File: config.mk
export PLATFORM = sky130hd
export DESIGN_NAME = branch_resolve_unit
export DESIGN_NICKNAME = d
export VERILOG_FILES = /design/src/rtl/branch_pkg.sv /design/src/rtl/branch_resolve_unit_sat_counter2.sv /design/src/rtl/branch_resolve_unit.sv
export SDC_FILE = /design/constraint.sdc
export NUM_CORES = 1
export LEC_CHECK = 0
export CORE_ASPECT_RATIO = 0.7
export CORE_MARGIN = 5
export CORE_UTILIZATION = 34
export DETAILED_ROUTE_END_ITERATION = 12
export PLACE_DENSITY = 0.69
export SLEW_MARGIN = 40
export SYNTH_ARGS = -nofsm -noshare
export SYNTH_HDL_FRONTEND = slang
export SYNTH_SLANG_ARGS = --single-unit
File: constraint.sdc
create_clock -name clk -period 2.1 [get_ports clk]
set_input_delay 0.315 -clock clk [delete_from_list [all_inputs] [get_ports clk]]
set_output_delay 0.315 -clock clk [all_outputs]
set_load 0.02 [all_outputs]
File: src/rtl/branch_pkg.sv
// ---------------------------------------------------------------------------
// branch_pkg : branch condition codes, 2-bit counter states, condition eval
// Rev 1.0
// ---------------------------------------------------------------------------
`default_nettype none

package branch_pkg;

  localparam logic [2:0] BR_NONE = 3'b000;
  localparam logic [2:0] BR_BEQ  = 3'b001;
  localparam logic [2:0] BR_BNE  = 3'b010;
  localparam logic [2:0] BR_BLTZ = 3'b011;
  localparam logic [2:0] BR_BGEZ = 3'b100;
  localparam logic [2:0] BR_BLEZ = 3'b101;
  localparam logic [2:0] BR_BGTZ = 3'b110;
  localparam logic [2:0] BR_RSVD = 3'b111;

  localparam logic [1:0] CNT_SNT = 2'b00;
  localparam logic [1:0] CNT_WNT = 2'b01;
  localparam logic [1:0] CNT_WT  = 2'b10;
  localparam logic [1:0] CNT_ST  = 2'b11;
  localparam logic [1:0] CNT_RST = CNT_WNT;

  function automatic logic br_is_branch(input logic [2:0] cond);
    return (cond != BR_NONE) && (cond != BR_RSVD);
  endfunction

  function automatic logic br_taken(input logic [2:0] cond, input logic zero, input logic neg);
    logic t;
    t = 1'b0;
    case (cond)
      BR_BEQ:  t = zero;
      BR_BNE:  t = !zero;
      BR_BLTZ: t = neg;
      BR_BGEZ: t = !neg;
      BR_BLEZ: t = neg | zero;
      BR_BGTZ: t = !neg & !zero;
      default: t = 1'b0;
    endcase
    return t;
  endfunction

endpackage

`default_nettype wire

File: src/rtl/branch_resolve_unit_sat_counter2.sv
// ---------------------------------------------------------------------------
// sat_counter2 : 2-bit saturating up/down counter, resets to weak-not-taken
// Rev 1.0
// ---------------------------------------------------------------------------
`default_nettype none

module sat_counter2
  import branch_pkg::*;
(
  input  logic       clk,
  input  logic       rst_n,
  input  logic       en,
  input  logic       up,
  output logic [1:0] q
);

  logic [1:0] cnt_q;
  logic [1:0] cnt_d;

  always_comb begin
    cnt_d = cnt_q;
    if (en) begin
      if (up && (cnt_q != CNT_ST)) begin
        cnt_d = cnt_q + 2'd1;
      end else if (!up && (cnt_q != CNT_SNT)) begin
        cnt_d = cnt_q - 2'd1;
      end
    end
  end

  always_ff @(posedge clk) begin
    if (!rst_n) begin
      cnt_q <= CNT_RST;
    end else begin
      cnt_q <= cnt_d;
    end
  end

  assign q = cnt_q;

endmodule

`default_nettype wire

File: src/rtl/branch_resolve_unit.sv
// ---------------------------------------------------------------------------
// branch_resolve_unit : EX-stage branch resolution, bimodal predictor table,
//                       registered redirect/flush and saturating mispredict count
// Rev 1.0
// ---------------------------------------------------------------------------
`default_nettype none

module branch_resolve_unit
  import branch_pkg::*;
#(
  parameter int ADDR_W    = 32,
  parameter int BHT_DEPTH = 16,
  parameter int PERF_W    = 16
) (
  input  logic              clk,
  input  logic              rst_n,
  input  logic [ADDR_W-1:0] if_pc,
  output logic              if_pred_taken,
  input  logic              ex_valid,
  input  logic [2:0]        ex_cond,
  input  logic              ex_zero,
  input  logic              ex_neg,
  input  logic [ADDR_W-1:0] ex_pc,
  input  logic [ADDR_W-1:0] ex_target,
  input  logic              ex_pred_taken,
  output logic              pcsrc,
  output logic              redirect_valid,
  output logic [ADDR_W-1:0] redirect_pc,
  output logic              flush,
  output logic [PERF_W-1:0] mispredict_cnt
);

  localparam int IDX_W = $clog2(BHT_DEPTH);

  logic [IDX_W-1:0]  lookup_idx;
  logic [IDX_W-1:0]  update_idx;
  logic [1:0]        bht_cnt [BHT_DEPTH];
  logic              resolve;
  logic              taken;
  logic              mispredict;

  logic              pcsrc_q, pcsrc_d;
  logic              redirect_valid_q, redirect_valid_d;
  logic [ADDR_W-1:0] redirect_pc_q, redirect_pc_d;
  logic [PERF_W-1:0] mp_cnt_q, mp_cnt_d;

  // Word-aligned PCs: table index starts at bit 2.
  assign lookup_idx = IDX_W'(if_pc >> 2);
  assign update_idx = IDX_W'(ex_pc >> 2);

  assign resolve    = ex_valid && br_is_branch(ex_cond);
  assign taken      = br_taken(ex_cond, ex_zero, ex_neg);
  assign mispredict = resolve && (taken != ex_pred_taken);

  for (genvar i = 0; i < BHT_DEPTH; i++) begin : g_bht
    sat_counter2 u_cnt (
      .clk   (clk),
      .rst_n (rst_n),
      .en    (resolve && (update_idx == IDX_W'(i))),
      .up    (taken),
      .q     (bht_cnt[i])
    );
  end

  // Lookup sees the pre-edge counter; no bypass from a same-cycle update.
  assign if_pred_taken = bht_cnt[lookup_idx][1];

  always_comb begin
    pcsrc_d          = pcsrc_q;
    redirect_valid_d = mispredict;
    redirect_pc_d    = redirect_pc_q;
    mp_cnt_d         = mp_cnt_q;
    if (resolve) begin
      pcsrc_d = taken;
    end
    if (mispredict) begin
      redirect_pc_d = taken ? ex_target : (ex_pc + ADDR_W'(4));
      if (mp_cnt_q != {PERF_W{1'b1}}) begin
        mp_cnt_d = mp_cnt_q + PERF_W'(1);
      end
    end
  end

  always_ff @(posedge clk) begin
    if (!rst_n) begin
      pcsrc_q          <= 1'b0;
      redirect_valid_q <= 1'b0;
      redirect_pc_q    <= '0;
      mp_cnt_q         <= '0;
    end else begin
      pcsrc_q          <= pcsrc_d;
      redirect_valid_q <= redirect_valid_d;
      redirect_pc_q    <= redirect_pc_d;
      mp_cnt_q         <= mp_cnt_d;
    end
  end

  assign pcsrc          = pcsrc_q;
  assign redirect_valid = redirect_valid_q;
  assign flush          = redirect_valid_q;
  assign redirect_pc    = redirect_pc_q;
  assign mispredict_cnt = mp_cnt_q;

endmodule

`default_nettype wire

==> parameters.txt, run 1 <==
Parameter                              Value

Worst setup path
  Category of the critical setup timing path    reg -> out
  CP Data Arrival Time    1.76 ns
  Category of the worst setup path capture point    primary output
  Biggest fanout along the worst timing path    2
  Worst Setup SP    g_bht[3].u_cnt.q[1]
  Capture instance of the worst register-to-register path    mispredict_cnt[1]
  R2R Path Start    mispredict_cnt[8]
  Number of cells on the worst reg-to-reg path    5
  Req. time, crit path    1.78 ns
  Critical Path Source Type    register
  Flop-to-flop setup slack    0.28 ns

Placed design
  Worst setup slack before clock tree synthesis    -0.689 ns
  # port buffers    128
  GP Congestion    0.932
  Final HPWL from detailed placement    13,400 um

CTS
  Clock tree from TritonCTS    built
  H-Tree Level Count    3
  Clk Latency, worst-skew pair    between 0.3 and 0.4 ns
  Clock transition at path regs    0.06 ns
  TritonCTS sink count    ~80
  Buffer cell driving the clock tree root    sky130_fd_sc_hd__clkbuf_16
  Cts bufs inserted    9
  Maximum clock insertion buffer count    2

Logic synthesis
  Predominant post-synthesis flop cell    sky130_fd_sc_hd__dfxtp_1
  Total nets after synthesis    748
  Yosys cell types    61
  Proportion of synthesized area in mux cells    0.0491
  Fraction of the mapped netlist area in simple logic gates    0.265
  Adder-cell share of the synthesized area    0.0122
  Post-Synthesis Mean Instance Area    between 8 and 9 sq um
  Share of the synthesized netlist area taken by xor and xnor gates    0.0238
  Number of enable flip-flop cells after synthesis    0
  Post-synthesis async set-or-reset flop share    0
  Post-Syn Instances    638
  Cell area after synthesis    5150 sq um
  Flip-flop and latch count after synthesis    82
  Share of the yosys chip area belonging to registers    0.319
  Synth warnings    0
  Synthesized-area fraction occupied by ao, oa, aoi and oai cells    0.260
  Combinational family with the most area after synthesis    simple AND/OR/NAND/NOR gates

Worst hold path
  Worst-case hold path end point    redirect_pc[7]
  Type of the worst min-delay path    reg -> reg
  Worst min-delay path startpoint    redirect_pc[7]
  Cell depth of the worst min-delay path    2

Drt
  DRC marker count from the first detailed-route iteration    457
  Highest metal layer used by the detailed router    met5
  Number of nets with antenna violations after routing    0
  Via density per instance    5.59
  Final wirelength    roughly 18,000 um
  Post-route DRC violation count    0
  Number of iterations in the first detailed-routing pass    5
  Routed len/inst    17.1 um
  Total number of vias    about 5,800
  DRT met1 WL    8570 um
  DR WL met2    7750 um
  WL met3    1200 um

Power and ir drop
  Cell area power density    601 nW/um^2
  Total Power Consumption    0.00470 W
  Peak supply drop    0.361 mV
  Reported leakage power    2.88 nW

Global routing
  Via count of the first global-routing pass    5,594
  Gr usage total    0.200
  Initial antenna violation count    1
  Global route total overflow    0
  Maximum number of pins on one net before global-route repair    29
  Global-route wire length before repair    29,000 um

Final layout
  Fill cells    roughly 1,400
  Area growth, synth to finish    52.1%
  Fin util    0.530
  Share of final-layout standard cells stronger than drive strength 1    0.211
  Net count reported at finish    952
  Total inserted antenna cells    0
  Register area    1650 sq um
  Multi-input gate area in the final layout    about 3200 sq um

STA
  Final worst setup slack    0.0243 ns
  Least-Margin Pin Slew    approximately 0.62 ns
  Max-slew headroom    0.586
  Final hold violations    0
  Maximum clock frequency    around 0.48 GHz
  Slew Viols, Final    0
  WHS    0.471 ns
  Final worst-path cycle share    0.988
  Fin Clk Skew    0.00434 ns
  Post-route minimum period    2.08 ns
  Setup repair after global routing missed its margin    yes
  Number of setup violations in the final report    0

Floorplan
  I/O pin cnt    ~160
  Vertical extent of the die    113 um
  Area of the die    17,700 sq um
  Die Width    157 um
  Initial core utilization    0.348
  Area of the placeable core    14,800 sq um
  Count of standard-cell rows    37

Run status
  Run status    finished, final reports clean

Run
  Number of maximum-capacitance violations    0
[critical path, stage by stage, from the launching register on]
cell and delay, ns:
sky130_fd_sc_hd__dfxtp_2 0.34, sky130_fd_sc_hd__mux4_2 0.46, sky130_fd_sc_hd__mux4_2 0.47, sky130_fd_sc_hd__buf_6 0.15
[through the flow]
stage                     instances  cell area, sq um  setup TNS (ns)
after floorplan                 638              5150               0
after global placement         1025              7390          -19.17
after detailed placement       1025              7390          -20.32
after CTS                      1041              7730               0
after global routing           1042              7830         -0.0519
final                          1042              7830               0
[worst max-delay path by stage]
stage | end | slack [ns] | cells after the start
4_1_cts | if_pred_taken | 0.003 | 3
3_3_place_gp | if_pred_taken | -0.66 | 4
3_5_place_dp | if_pred_taken | -0.69 | 4
5_1_grt | g_bht[2].u_cnt.q[0] | -0.02 | 8
2_1_floorplan | mispredict_cnt[10] | 0.15 | 10
6_report | if_pred_taken | 0.02 | 3
[area by class of cell]
cell class,count,area share
sequential,82,0.210
multi-input combinational,486,0.411
inverter,14,0.00672
tap,195,0.0312
clock inverter,4,0.00927
timing repair buffer,249,0.297
clock buffer,12,0.0341
[kinds of logic (layout without fill, tap and decap cells)]
| group | count (synthesis) | count (layout) |
|---|---|---|
| simple gates | 251 | 251 |
| compound gates | 197 | 197 |
| flops | 82 | 82 |
| buf+inv | 70 | 279 |
| mux | 19 | 19 |
| xor+xnor | 14 | 14 |
| fa+ha+maj | 5 | 5 |
[repair_timing]
| action | 4_1_cts | 5_1_grt |
|---|---|---|
| hold buffers | 0 | 0 |
| buffers inserted | 0 | 1 |
| resized for setup | 11 | 25 |
| setup endpoints to repair | 5 | 41 |
| pin swaps | 0 | 2 |
[cell usage after synthesis (all sizes together) (2+ instances only)]
| master | instances | area share |
|---|---|---|
| o31a | 3 | 0.0051 |
| o211ai | 6 | 0.012 |
| a21o | 3 | 0.0044 |
| and3 | 17 | 0.023 |
| nor3 | 16 | 0.017 |
| o21a | 2 | 0.0029 |
| o32ai | 4 | 0.0068 |
| or2 | 4 | 0.0049 |
| nor2 | 33 | 0.024 |
| o311ai | 12 | 0.020 |
| nand2b | 16 | 0.019 |
| nor3b | 3 | 0.0044 |
| a2111oi | 2 | 0.0049 |
| nand2 | 51 | 0.039 |
| a21boi | 2 | 0.0029 |
| a41o | 2 | 0.0039 |
| xnor2 | 6 | 0.010 |
| a311oi | 3 | 0.0051 |
| o21ai | 60 | 0.059 |
| or3 | 8 | 0.0097 |
| o22ai | 7 | 0.0085 |
| o211a | 3 | 0.0058 |
| a31oi | 11 | 0.013 |
| buf | 27 | 0.039 |
| o2111ai | 6 | 0.011 |
| a211oi | 13 | 0.021 |
| nand4 | 20 | 0.026 |
| and4 | 5 | 0.0085 |
| inv | 14 | 0.010 |
| mux2i | 14 | 0.027 |
| or4 | 4 | 0.0058 |
| o221ai | 16 | 0.027 |
| clkbuf | 29 | 0.021 |
| xor2 | 8 | 0.014 |
| o31ai | 6 | 0.0088 |
| nand3b | 2 | 0.0029 |
| mux4 | 5 | 0.022 |
| ha | 5 | 0.012 |
| a21oi | 35 | 0.034 |
| nor4 | 27 | 0.036 |
| nand3 | 40 | 0.040 |
| and2 | 2 | 0.0024 |
| nor2b | 2 | 0.0024 |
| dfxtp | 82 | 0.32 |
[cell usage in the layout (no fill, tap or decap), types with 8 or more instances in the layout]
| cell | n |
|---|---|
| sky130_fd_sc_hd__a211oi_1 | 10 |
| sky130_fd_sc_hd__a21oi_1 | 35 |
| sky130_fd_sc_hd__a31oi_1 | 10 |
| sky130_fd_sc_hd__and3_1 | 15 |
| sky130_fd_sc_hd__buf_12 | 10 |
| sky130_fd_sc_hd__buf_4 | 108 |
| sky130_fd_sc_hd__clkbuf_16 | 9 |
| sky130_fd_sc_hd__clkdlybuf4s50_1 | 122 |
| sky130_fd_sc_hd__dfxtp_1 | 78 |
| sky130_fd_sc_hd__inv_1 | 14 |
| sky130_fd_sc_hd__mux2i_1 | 14 |
| sky130_fd_sc_hd__nand2_1 | 49 |
| sky130_fd_sc_hd__nand2b_1 | 16 |
| sky130_fd_sc_hd__nand3_1 | 39 |
| sky130_fd_sc_hd__nand4_1 | 19 |
| sky130_fd_sc_hd__nor2_1 | 32 |
| sky130_fd_sc_hd__nor3_1 | 15 |
| sky130_fd_sc_hd__nor4_1 | 26 |
| sky130_fd_sc_hd__o21ai_0 | 57 |
| sky130_fd_sc_hd__o221ai_1 | 16 |
| sky130_fd_sc_hd__o311ai_0 | 8 |
| sky130_fd_sc_hd__or3_1 | 8 |
| sky130_fd_sc_hd__xor2_1 | 8 |
[state kept, by name, summed over array words and instances (netlist names)]
register / count
flush: 1
redirect_pc: 32
g_bht.u_cnt.q: 32
pcsrc: 1
mispredict_cnt: 16
[report_power, final]
part | internal [W] | total (W) | switching (W)
Clock | 0.00114 | 0.00181 | 0.000670
Combinational | 0.000596 | 0.00117 | 0.000578
Sequential | 0.00165 | 0.00172 | 0.0000652
Total | 0.00339 | 0.00470 | 0.00131
[layer usage]
| metal | vias up | track usage |
|---|---|---|
| met1 | 2736 | 0.293 |
| met2 | 213 | 0.301 |
| met4 | 2 | 0.0447 |
| met3 | 24 | 0.0443 |
| li1 | 2846 | - |
| met5 | - | 0 |
Power figures use the tool's default switching activity.
==> run 2: changes to the inputs <==
--- a/config.mk
+++ b/config.mk
@@ -10,6 +10,7 @@
 export CORE_UTILIZATION = 34
 export DETAILED_ROUTE_END_ITERATION = 12
 export PLACE_DENSITY = 0.69
+export SETUP_SLACK_MARGIN = 0.1
 export SLEW_MARGIN = 40
 export SYNTH_ARGS = -nofsm -noshare
 export SYNTH_HDL_FRONTEND = slang
==> constraint.sdc (replaced) <==
create_clock -name clk -period 2.15 [get_ports clk]
set_input_delay 0.3225 -clock clk [delete_from_list [all_inputs] [get_ports clk]]
set_output_delay 0.3225 -clock clk [all_outputs]
set_load 0.02 [all_outputs]
==> parameters.txt, run 2 (synthesis gave the netlist of run 1 again) <==
Parameter                              Value

Run status
  Run status    finished, final reports clean

Global routing
  Via count of the first global-routing pass    roughly 5,800
  Initial antenna violation count    0
  Maximum number of pins on one net before global-route repair    29
  Met3 global-route usage    0.0596
  Highest-utilization routing layer at the global route stage    met2
  Global route total overflow    0
  Global-route wire length before repair    29,400 um
  GR met2 Demand/Resource    0.302
  Met1 GRT Util    0.284
  Gr usage total    0.201

Drt
  DRC marker count from the first detailed-route iteration    ~430
  Number of iterations in the first detailed-routing pass    5
  Final wirelength    18,300 um
  Number of nets with antenna violations after routing    0
  Total number of vias    5,848
  Via density per instance    about 5.6
  Post-route DRC violation count    0
  Routed len/inst    roughly 17 um

STA
  Setup repair after global routing missed its margin    yes
  Final hold violations    0
  Fin Clk Skew    0.00611 ns
  Least-Margin Pin Slew    0.484 ns
  Maximum clock frequency    between 0.4 and 0.5 GHz
  Slew Viols, Final    0
  Post-route minimum period    2.09 ns
  Final worst-path cycle share    0.973
  Max-slew headroom    0.676
  Number of setup violations in the final report    0

Floorplan
  Count of standard-cell rows    37
  Vertical extent of the die    between 100 and 150 um
  Area of the die    around 18,000 sq um
  I/O pin cnt    157
  Initial core utilization    0.348
  Die Width    157 um
  Area of the placeable core    roughly 15,000 sq um

Power and ir drop
  Cell area power density    563 nW/um^2
  Peak supply drop    0.355 mV
  Reported leakage power    2.93 nW

CTS
  Buffer cell driving the clock tree root    sky130_fd_sc_hd__clkbuf_16
  Cts bufs inserted    9
  Clk Latency, worst-skew pair    0.34 ns
  Number of hold-repair buffers added at the cts stage    0
  Clock transition at path regs    0.06 ns
  Clock tree from TritonCTS    built
  H-Tree Level Count    3
  TritonCTS sink count    82
  Maximum clock insertion buffer count    2

Final layout
  Most common library cell in the layout ignoring fill and taps    sky130_fd_sc_hd__clkdlybuf4s50_1
  Fin util    0.536
  Finished layout cell area    7920 sq um
  Commonest cells after routing, fill and taps aside    120 x sky130_fd_sc_hd__clkdlybuf4s50_1, 114 x sky130_fd_sc_hd__buf_4, 80 x sky130_fd_sc_hd__dfxtp_1, 56 x sky130_fd_sc_hd__o21ai_0, 50 x sky130_fd_sc_hd__nand2_1
  Area growth, synth to finish    53.9%
  Fill cells    1,358
  Net count reported at finish    959
  Share of final-layout standard cells stronger than drive strength 1    0.220
  Total inserted antenna cells    0

Worst setup path
  Critical Path Source Type    register
  Biggest fanout along the worst timing path    2
  Category of the worst setup path capture point    primary output
  Stage delay of the slowest cell on the critical path    0.47 ns
  Cell type with the highest occurrence count on the critical path    sky130_fd_sc_hd__mux4_2
  Cell at the slowest stage of the critical path    sky130_fd_sc_hd__mux4_2
  Req. time, crit path    1.83 ns
  Cell family with the largest share of critical-path delay    multiplexers
  CP Data Arrival Time    around 1.8 ns
  CP bufs+invs    1
  Cell-by-cell trace of the critical path    mux4_2 > mux4_2 > buf_6
  Category of the critical setup timing path    reg -> out

Run
  Number of maximum-capacitance violations    0

Placed design
  Final HPWL from detailed placement    around 14,000 um
  # port buffers    128
  Placed Instance Area    7390 sq um
  GP Congestion    0.923

Worst hold path
  Type of the worst min-delay path    in -> reg
==> run 2: cell type report <==
type                            count  area [sq um]  area share
Tap cell                          195           244      0.0308
Clock buffer                       11           253      0.0319
Clock inverter                      4          51.3     0.00648
Timing Repair Buffer              256          2370       0.300
Multi-Input combinational cell    486          3300       0.417
Sequential cell                    82          1640       0.208
Inverter                           14          52.6     0.00664
==> run 2: path summary, 6_finish.rpt <==
path	startpoint	to	slack [ns]	cells after the start
setup reg to reg	mispredict_cnt[8]	mispredict_cnt[1]	0.31	6
setup / recovery	g_bht[3].u_cnt.q[1]	if_pred_taken	0.06	3
hold / removal	rst_n	g_bht[13].u_cnt.q[0]	0.38	2
hold reg to reg	redirect_pc[6]	redirect_pc[6]	0.47	2
==> run 2: power breakdown <==
group	internal [W]	switching (W)	total (W)
combinational	0.000589	0.000580	0.00117
clock	0.000958	0.000659	0.00162
sequential	0.00161	0.0000601	0.00167
total	0.00316	0.00130	0.00446
==> run 2: timing repair <==
item | CTS | global route
gates resized for setup | 17 | 30
endpoints found under the setup margin | 23 | 81
pin swaps | 4 | 5
setup buffers | 4 | 1
hold endpoints to repair | 0 | 0
==> run 2: stage by stage <==
| step | power (W) | TNS, ns | hold slack [ns] | cells | setup WS (ns) |
|---|---|---|---|---|---|
| after floorplan | 0.00222 | 0 | 0.457 | 638 | 0.190 |
| after global placement | 0.00281 | -16.47 | 0.454 | 1028 | -0.637 |
| after detailed placement | 0.00282 | -16.99 | 0.460 | 1028 | -0.687 |
| after CTS | 0.00446 | 0 | 0.357 | 1047 | 0.0412 |
| after global routing | 0.00465 | 0 | 0.400 | 1048 | 0.0289 |
| final | 0.00446 | 0 | 0.383 | 1048 | 0.0584 |
==> run 2: routing by layer <==
layer  vias up  share of wire
met1      2756           0.46
met5         -              0
met2       213           0.44
li1       2860              -
met4         0          0.013
met3        19          0.086
==> run 2: worst register-to-register path, stage by stage (launching register included) <==
cell,delay [ns]
sky130_fd_sc_hd__dfxtp_1,0.43
sky130_fd_sc_hd__and4_1,0.35
sky130_fd_sc_hd__nand4_1,0.16
sky130_fd_sc_hd__nor2_1,0.39
sky130_fd_sc_hd__buf_4,0.21
sky130_fd_sc_hd__a21oi_1,0.07
sky130_fd_sc_hd__mux2i_1,0.13
